### config.mk
export PLATFORM = sky130hd
export DESIGN_NAME = icache_responder
export DESIGN_NICKNAME = d
export VERILOG_FILES = /design/src/rtl/icache_responder.sv
export SDC_FILE = /design/constraint.sdc
export NUM_CORES = 2
export LEC_CHECK = 0
export ABC_CLOCK_PERIOD_IN_PS = 24300
export BUFFER_PORTS_ARGS = -buffer_cell sky130_fd_sc_hd__buf_2
export CORE_MARGIN = 4
export CORE_UTILIZATION = 60
export DETAILED_ROUTE_END_ITERATION = 12
export HOLD_SLACK_MARGIN = 0.06
export MAX_ROUTING_LAYER = met4
export PLACE_DENSITY = 0.74
export SETUP_SLACK_MARGIN = 0.02
export SYNTH_ARGS = -nofsm -noshare
export SYNTH_HDL_FRONTEND = slang
export SYNTH_SLANG_ARGS = --single-unit
export TNS_END_PERCENT = 5
### constraint.sdc
create_clock -name clk -period 24.3 [get_ports clk]
set_clock_uncertainty 0.1 [all_clocks]
set_input_delay 2.43 -clock clk [delete_from_list [all_inputs] [get_ports clk]]
set_output_delay 2.43 -clock clk [all_outputs]
set_load 0.02 [all_outputs]
### src/rtl/icache_responder.sv
// Direct-mapped read-only instruction cache: answers IF fetch requests, stalls
// flow control on a miss and refills whole lines over a req/ack + beat stream.
module icache_responder #(
  parameter int unsigned LINE_WORDS = 4,
  parameter int unsigned NUM_LINES  = 16
) (
  input  logic        clk,
  input  logic        rst_n,
  input  logic [31:0] if_pc_i,
  input  logic        if_valid_req_i,
  input  logic        fc_jump_flag_i,
  output logic        icache_stall_o,
  output logic [31:0] icache_inst_o,
  output logic [31:0] icache_inst_pc_o,
  output logic        icache_inst_valid_o,
  output logic        mem_req_o,
  output logic [31:0] mem_addr_o,
  input  logic        mem_ack_i,
  input  logic [31:0] mem_rdata_i,
  input  logic        mem_rvalid_i
);

  localparam int unsigned OFF_W = $clog2(LINE_WORDS * 4);
  localparam int unsigned IDX_W = $clog2(NUM_LINES);
  localparam int unsigned TAG_W = 32 - OFF_W - IDX_W;
  localparam int unsigned WRD_W = OFF_W - 2;
  localparam logic [WRD_W-1:0] LAST_BEAT = WRD_W'(LINE_WORDS - 1);

  typedef enum logic [2:0] {S_IDLE, S_REQ, S_FILL, S_DONE, S_PEND} state_e;

  state_e                 state_q, state_d;
  logic [31:0]            miss_pc_q, miss_pc_d;
  logic [31:0]            pend_pc_q, pend_pc_d;
  logic                   pend_vld_q, pend_vld_d;
  logic                   drop_q, drop_d;
  logic [WRD_W-1:0]       cnt_q, cnt_d;
  logic [31:0]            inst_q, inst_d;
  logic [31:0]            inst_pc_q, inst_pc_d;
  logic                   inst_valid_q, inst_valid_d;
  logic [NUM_LINES-1:0]   valid_q, valid_d;

  logic [TAG_W-1:0]       tag_q    [NUM_LINES];
  logic [31:0]            data_q   [NUM_LINES][LINE_WORDS];
  logic [31:0]            fill_buf_q [LINE_WORDS];

  logic                   fill_we, line_we, stall_c, busy, lookup, hit;
  logic [31:0]            lookup_pc;
  logic [IDX_W-1:0]       lk_idx, miss_idx;
  logic [TAG_W-1:0]       lk_tag;
  logic [WRD_W-1:0]       lk_word;

  // Lookup source: live request in IDLE, the parked request in PEND.
  always_comb begin
    lookup_pc = (state_q == S_PEND) ? pend_pc_q : if_pc_i;
    lk_idx    = lookup_pc[OFF_W+IDX_W-1:OFF_W];
    lk_tag    = lookup_pc[31:OFF_W+IDX_W];
    lk_word   = lookup_pc[OFF_W-1:2];
    miss_idx  = miss_pc_q[OFF_W+IDX_W-1:OFF_W];
    lookup    = ((state_q == S_IDLE) && if_valid_req_i) || (state_q == S_PEND);
    hit       = valid_q[lk_idx] && (tag_q[lk_idx] == lk_tag);
    busy      = (state_q == S_REQ) || (state_q == S_FILL) || (state_q == S_DONE);
  end

  // Next-state and output logic.
  always_comb begin
    state_d      = state_q;
    miss_pc_d    = miss_pc_q;
    pend_pc_d    = pend_pc_q;
    pend_vld_d   = pend_vld_q;
    drop_d       = drop_q;
    cnt_d        = cnt_q;
    inst_d       = inst_q;
    inst_pc_d    = inst_pc_q;
    inst_valid_d = 1'b0;
    valid_d      = valid_q;
    fill_we      = 1'b0;
    line_we      = 1'b0;
    stall_c      = 1'b0;

    // Requests arriving during a refill are parked; a jump makes them and the refill stale.
    if (busy && if_valid_req_i) begin
      pend_pc_d  = if_pc_i;
      pend_vld_d = 1'b1;
    end
    if (busy && fc_jump_flag_i) begin
      drop_d     = 1'b1;
      pend_vld_d = 1'b0;
    end

    unique case (state_q)
      S_IDLE, S_PEND: begin
        if (lookup) begin
          pend_vld_d = 1'b0;
          if (hit) begin
            inst_valid_d = ~fc_jump_flag_i;
            inst_d       = data_q[lk_idx][lk_word];
            inst_pc_d    = lookup_pc;
            state_d      = S_IDLE;
          end else begin
            stall_c   = 1'b1;
            miss_pc_d = lookup_pc;
            drop_d    = fc_jump_flag_i;
            state_d   = S_REQ;
          end
        end
      end
      S_REQ: begin
        stall_c = 1'b1;
        if (mem_ack_i) begin
          cnt_d   = '0;
          state_d = S_FILL;
        end
      end
      S_FILL: begin
        stall_c = 1'b1;
        if (mem_rvalid_i) begin
          fill_we = 1'b1;
          cnt_d   = cnt_q + WRD_W'(1);
          if (cnt_q == LAST_BEAT) state_d = S_DONE;
        end
      end
      S_DONE: begin
        stall_c           = pend_vld_q;
        line_we           = 1'b1;
        valid_d[miss_idx] = 1'b1;
        inst_valid_d      = ~drop_q & ~fc_jump_flag_i;
        inst_d            = fill_buf_q[miss_pc_q[OFF_W-1:2]];
        inst_pc_d         = miss_pc_q;
        drop_d            = 1'b0;
        state_d           = pend_vld_d ? S_PEND : S_IDLE;
      end
      default: state_d = S_IDLE;
    endcase
  end

  always_ff @(posedge clk or negedge rst_n) begin
    if (!rst_n) begin
      state_q      <= S_IDLE;
      miss_pc_q    <= '0;
      pend_pc_q    <= '0;
      pend_vld_q   <= 1'b0;
      drop_q       <= 1'b0;
      cnt_q        <= '0;
      inst_q       <= '0;
      inst_pc_q    <= '0;
      inst_valid_q <= 1'b0;
      valid_q      <= '0;
    end else begin
      state_q      <= state_d;
      miss_pc_q    <= miss_pc_d;
      pend_pc_q    <= pend_pc_d;
      pend_vld_q   <= pend_vld_d;
      drop_q       <= drop_d;
      cnt_q        <= cnt_d;
      inst_q       <= inst_d;
      inst_pc_q    <= inst_pc_d;
      inst_valid_q <= inst_valid_d;
      valid_q      <= valid_d;
    end
  end

  // Storage arrays: qualified by valid_q, so no reset needed.
  always_ff @(posedge clk) begin
    if (fill_we) fill_buf_q[cnt_q] <= mem_rdata_i;
    if (line_we) begin
      tag_q[miss_idx] <= miss_pc_q[31:OFF_W+IDX_W];
      for (int w = 0; w < LINE_WORDS; w++) data_q[miss_idx][w] <= fill_buf_q[w];
    end
  end

  assign icache_stall_o      = stall_c;
  assign icache_inst_o       = inst_q;
  assign icache_inst_pc_o    = inst_pc_q;
  assign icache_inst_valid_o = inst_valid_q;
  assign mem_req_o           = (state_q == S_REQ);
  assign mem_addr_o          = {miss_pc_q[31:OFF_W], {OFF_W{1'b0}}};

endmodule

* After elaboration in Yosys (flattened, before gate mapping) *
Memories as Yosys holds them, arrays and structs flattened.
Cells that the tools add are included.

storage, ports and cells
  output and inout port bits = 99
  memories = 3
  bits in read-only memories = 0
  flip-flop bits (word level) = 152
  memory bits (writable) = 2560
  bits in latches = 0

cells by class
  $add $sub $neg = 1
  bitwise gates (word level) = 6
  eq/ne operators = 11
  magnitude comparators = 4
  div/mod/pow operators = 0
  shift-type cells = 0
  muxes and demuxes = 45
  reduce and logical (&&, ||, !) cells = 17
  multiply operators = 0

memories
  memory      words  width  read ports  clocked after memory_dff  wr ports  line  RTL
  data_q      16     128    1           0                         1         43    logic [31:0] data_q [NUM_LINES][LINE_WORDS];
  tag_q       16     24     1           0                         1         42    logic [TAG_W-1:0] tag_q [NUM_LINES];
  fill_buf_q  4      32     5           0                         1         44    logic [31:0] fill_buf_q [LINE_WORDS];

operators with widths
  cell                  count
  $mux W32              7
  $pmux W32 S2          2
  $bmux W32 S2          1
  $eq A24 B24 Y1        1
  $mux W1               21
  $or A16 B16 Y16       1
  $mux W3               5
  $pmux W3 S4           1
  $lt A4 B5 Y1 const B  2
  $reduce_and A3 Y1     3
  $eq A3 B2 Y1 const B  2
  $ne A2 B2 Y1 const B  3
  $logic_and A1 B1 Y1   5
  $bmux W1 S4           1
  $demux W1 S4          1
  $ge A4 B1 Y1 const B  1
  $mux W2               2
  $ne A2 B1 Y1 const B  2
  $pmux W1 S2           2
  $pmux W2 S2           1
  $reduce_and A4 Y1     1
  $reduce_bool A2 Y1    2
  $reduce_or A2 Y1      2
  $eq A3 B1 Y1 const B  1
  10 further kinds      14

* Depth between registers and ports, before layout *
  depth after elaboration = 9
  gate-level depth with buffers = 19
  mapped depth without buffers = 11

* Worst setup path after synthesis *
No wires, ideal clock.

  kind = reg-to-reg
  start = reg state_q[2]
  end = reg valid_q[0]
  data required time = 24069 ps
  slack = 11342 ps
  clock period less this slack = 12958 ps
  arrival = 12727 ps
  cell stages (with the launch flop) = 7
  path through = dfrtp_1 -> clkbuf_1 -> or2_2 -> clkbuf_1 -> or3_1 -> nor3_1 -> or2_2

on the way
  cells in the longest elaborated chain, start to end = 1

ends and longest elaborated chain
  element                 line  RTL
  start, declared         31    state_e state_q, state_d;
  start signal, assigned  149   state_q <= state_d;
  $eq A3 B2 Y1            90    unique case (state_q)
  end signal, assigned    158   valid_q <= valid_d;
  end, declared           40    logic [NUM_LINES-1:0] valid_q, valid_d;

No other way between the ends.
A chain may end at the register's enable or synchronous reset.

* Worst setup path after layout *
  start = in if_pc_i[4]
  end = out icache_stall_o

on the way
  cells in the longest elaborated chain, start to end = 7

ends and longest elaborated chain
  element                                         line  RTL
  start, declared                                 9     input logic [31:0] if_pc_i,
  $mux W32 (*)                                    54    lookup_pc = (state_q == S_PEND) ? pend_pc_q : if_pc_i;
  $mem_v2 Z16 W24 or $bmux W1 S4 (tied branches)  -
  $eq A24 B24 Y1 or $mux W1 (tied branches)       60    hit = valid_q[lk_idx] && (tag_q[lk_idx] == lk_tag);
  $logic_and A1 B1 Y1 (*)                         60
  $mux W1 (*)                                     94    if (hit) begin
  $mux W1 (*)                                     92    if (lookup) begin
  $pmux W1 S3 (*)                                 90
  end, declared                                   12    output logic icache_stall_o,

Every way passes the cells marked *; elsewhere a longest branch is shown, timed or not. The select of a mux whose other input is x is not followed.

==> metrics.cfg <==
[pwr]
max-vdd-ir-drop_v = 0.0000846
clkPwrFrac = 0.350
switching_share = 0.273
switching_power_w = 0.00312
p_int_w = 0.00830
power_leakage_nw = 42.0
combinationalPowerShare = 0.144
seqPwrFrac = 0.506
power_density_nw_per_um2 = 93.7

[worst_setup_path]
required_ns = 21.77
cp_slowest_cell = o21ai_4
startpoint = if_pc_i[4]
r2r_cells = 17
cp.arrival_ns = 9.09
reg2reg_from = pend_pc_q[4]$_DFFE_PN0P_
crit_path_max_fanout = 89
reg2reg_slack_ns = 15.76
path_cells = buf_4, inv_1, o21ai_4, buf_4, buf_4, buf_4, a2111oi_0, nor4_1, xnor2_1, o221a_1, a2111oi_2, nand4_1, nor4_4, buf_4, or2_2, nand2_1, buf_2
r2r-end = icache_inst_pc_o[8]$_DFFE_PN0P_
setup.worst_path.class = in2out
critPathLaunchType = input port
cpMostUsedCell = buf_4
critPathMaxStageDelay_ns = 0.89
cp-end-kind = output pin

[cts]
cts.path.max_buffers = 4
hold_buffers = 0
cts-root-buf = clkbuf_16
postCtsSetupRepairBufs = 0
clock-sinks = 2712
insertion_delay_ns = 0.93
htree_levels = 5
clkSlewWorstSetupHoldPaths_ns = 0.06
numCtsBuffers = 280
cts_tree = done
post_cts_resize_count = 0

[floorplanning]
start_util = 0.604
dieWidth_um = 438
core-area_um2 = 183000
die_y_um = 438
core.rowCount = 157
die_area_um2 = 192000
boundaryPins = 169

[detailed_routing]
via_count = 72100
drt-total-wl_um = 300000
antenna_left = 0
drtIter0Drc = 9908
post_drt_wl_per_cell_um = 27.6
dr.pass1.iters = 8
drc = 0
vias_per_cell = 6.63

[synth]
yosys_warnings = 0
yosysUniqueCellTypes = 84
synth-edff-count = 2560
synth_seq_area_share = 0.728
yosys.area.top_type = edfxtp_1
synthCells = 8218
ys_async_sr_fraction = 0.0560
synth_area_per_cell_um2 = 13.5
synth_area_um2 = 111000
yosys_most_used_dff = edfxtp_1
ys_seq_elements = 2712
yosys.area.top_type_share = 0.694
synthTopCellsByArea = edfxtp_1 69%, nand2_1 7.7%, nand3_1 4.0%

[finish]
multi_input_area_um2 = 27600
finalNetCount = 8260
layout-drive-gt1-share = 0.107
syn2layout_area_growth_pct = 10.1
ff_latch_area_um2 = 80700
fillCellCount = 12200

[global_route]
antenna_found_initial = 23
grt_start_max_net_pins = 197
overflow = 0
grt_usage = 0.318
grt_pass1_wl_um = 443000
grt_pass1_vias = 69500

[timing]
min_period_over_period = 0.478
report.final.slew_viol_count = 0
worstMarginPinSlew_ns = 1.44
slew_headroom = 0.0376
setup_slack_ns = 12.68
rsz0062_at_grt = false
finalCriticalPeriod_ns = 11.62
max_freq_mhz = 86.1
fin_setup_tns_ns = 0
setup_viol = 0
finalHoldViolations = 0

[placement]
place.port_buffers = 164
dp_slack_ns = 12.79
place_congestion = 0.933
dp_hpwl_um = 148000

[outcome]
outcome = finished clean

[worst_hold_path]
min_path_type = reg2reg
holdPathStages = 1
holdPathEnd = valid_q[12]$_DFFE_PN0P_
hold_start = valid_q[12]$_DFFE_PN0P_

[flow_run]
drv_cap = 0

final cells by class:
cell class | instances | share of cell area
Antenna cell | 12 | 0.000246
Clock buffer | 382 | 0.0630
Clock inverter | 104 | 0.00600
Inverter | 19 | 0.000585
Multi-Input combinational cell | 4870 | 0.226
Sequential cell | 2712 | 0.662
Tap cell | 2464 | 0.0253
Timing Repair Buffer | 303 | 0.0170
critical path: cells and delay by family:
| kind | cells | cell delay, ns |
|---|---|---|
| and+or+nand+nor | 5 | 1.28 |
| AOI/OAI and AO/OA | 4 | 1.88 |
| xor gates and xnor gates | 1 | 0.11 |
| buffers and inverters | 7 | 3.25 |
kinds of logic (layout without fill, tap and decap cells):
logic type,after synthesis,count (layout),synth area share
buffers and inverters,639,808,0.0246
AND/OR/NAND/NOR,3530,3530,0.137
flip-flops,2712,2712,0.728
adder cells (fa/ha/maj),4,4,0.000452
other,1,16,0.0000339
multiplexers,377,377,0.0455
AO/OA/AOI/OAI,930,930,0.0621
XOR/XNOR,25,25,0.00198
power by group through the flow:
stage | Combinational, W | Sequential (W) | Clock (W)
after floorplan | 0.00105 | 0.00579 | 0
after global placement | 0.00159 | 0.00585 | 0
after detailed placement | 0.00162 | 0.00587 | 0
after CTS | 0.00163 | 0.00577 | 0.00403
after global routing | 0.00174 | 0.00580 | 0.00424
final | 0.00165 | 0.00578 | 0.00400
layer usage:
| metal | GRT usage | routed length [µm] | vias up |
|---|---|---|---|
| li1 | - | - | 30700 |
| met1 | 0.422 | 110000 | 35600 |
| met2 | 0.487 | 142000 | 4900 |
| met3 | 0.0539 | 34200 | 897 |
| met4 | 0.145 | 14500 | 0 |
| met5 | - | 0 | - |
sequential cells by signal (all words and copies together), names as in the netlist:
register             cells
icache_inst_o           32
icache_inst_valid_o      1
miss_pc_q               32
drop_q                   1
tag_q                  384
cnt_q                    2
fill_buf_q             128
valid_q                 16
state_q                  3
data_q                2048
pend_vld_q               1
icache_inst_pc_o        32
pend_pc_q               32
metrics by stage:
| stage | total power [W] | area [µm²] | utilization | cells | hold slack, ns |
|---|---|---|---|---|---|
| after floorplan | 0.00684 | 111000 | - | 8221 | 0.333 |
| after global placement | 0.00744 | 114000 | 0.619 | 10400 | 0.346 |
| after detailed placement | 0.00749 | 114000 | 0.619 | 10400 | 0.353 |
| after CTS | 0.0114 | 122000 | 0.665 | 10900 | 0.371 |
| after global routing | 0.0118 | 122000 | 0.665 | 10900 | 0.380 |
| final | 0.0114 | 122000 | 0.665 | 10900 | 0.374 |
placed cells by master, fill, tap and decap left out, types with 45 or more instances in the layout:
master | netlist | final
a211oi_1 | 74 | 74
a21oi_1 | 132 | 132
a311oi_1 | 332 | 332
a31oi_1 | 104 | 104
and3_1 | 179 | 179
buf_2 | 78 | 162
buf_4 | 47 | 124
clkbuf_1 | 429 | 83
clkbuf_16 | 0 | 289
clkinv_1 | 1 | 45
dfrtp_1 | 152 | 148
edfxtp_1 | 2560 | 2560
mux2_2 | 57 | 57
mux2i_1 | 213 | 210
mux4_2 | 87 | 87
nand2_1 | 2263 | 2260
nand3_1 | 885 | 885
nor2_1 | 74 | 60
o21ai_0 | 52 | 50
cell usage after synthesis (all sizes together), types with 36 or more instances:
master	instances
edfxtp	2560
nand2	2263
nand3	885
clkbuf	430
a311oi	332
mux2i	213
buf	190
and3	179
dfrtp	152
a21oi	134
a31oi	104
o21ai	97
mux4	87
mux2	77
nor2	77
a211oi	74
o211ai	36
worst max path at each step:
stage | slack (ns) | depth (start not counted) | end
2_1_floorplan | 11.34 | 6 | valid_q[0]$_DFFE_PN0P_
3_3_place_gp | 12.91 | 17 | icache_stall_o
3_5_place_dp | 12.79 | 17 | icache_stall_o
4_1_cts | 12.77 | 17 | icache_stall_o
5_1_grt | 12.40 | 17 | icache_stall_o
6_report | 12.68 | 17 | icache_stall_o
Note: power is estimated with default switching activity, not from simulation.
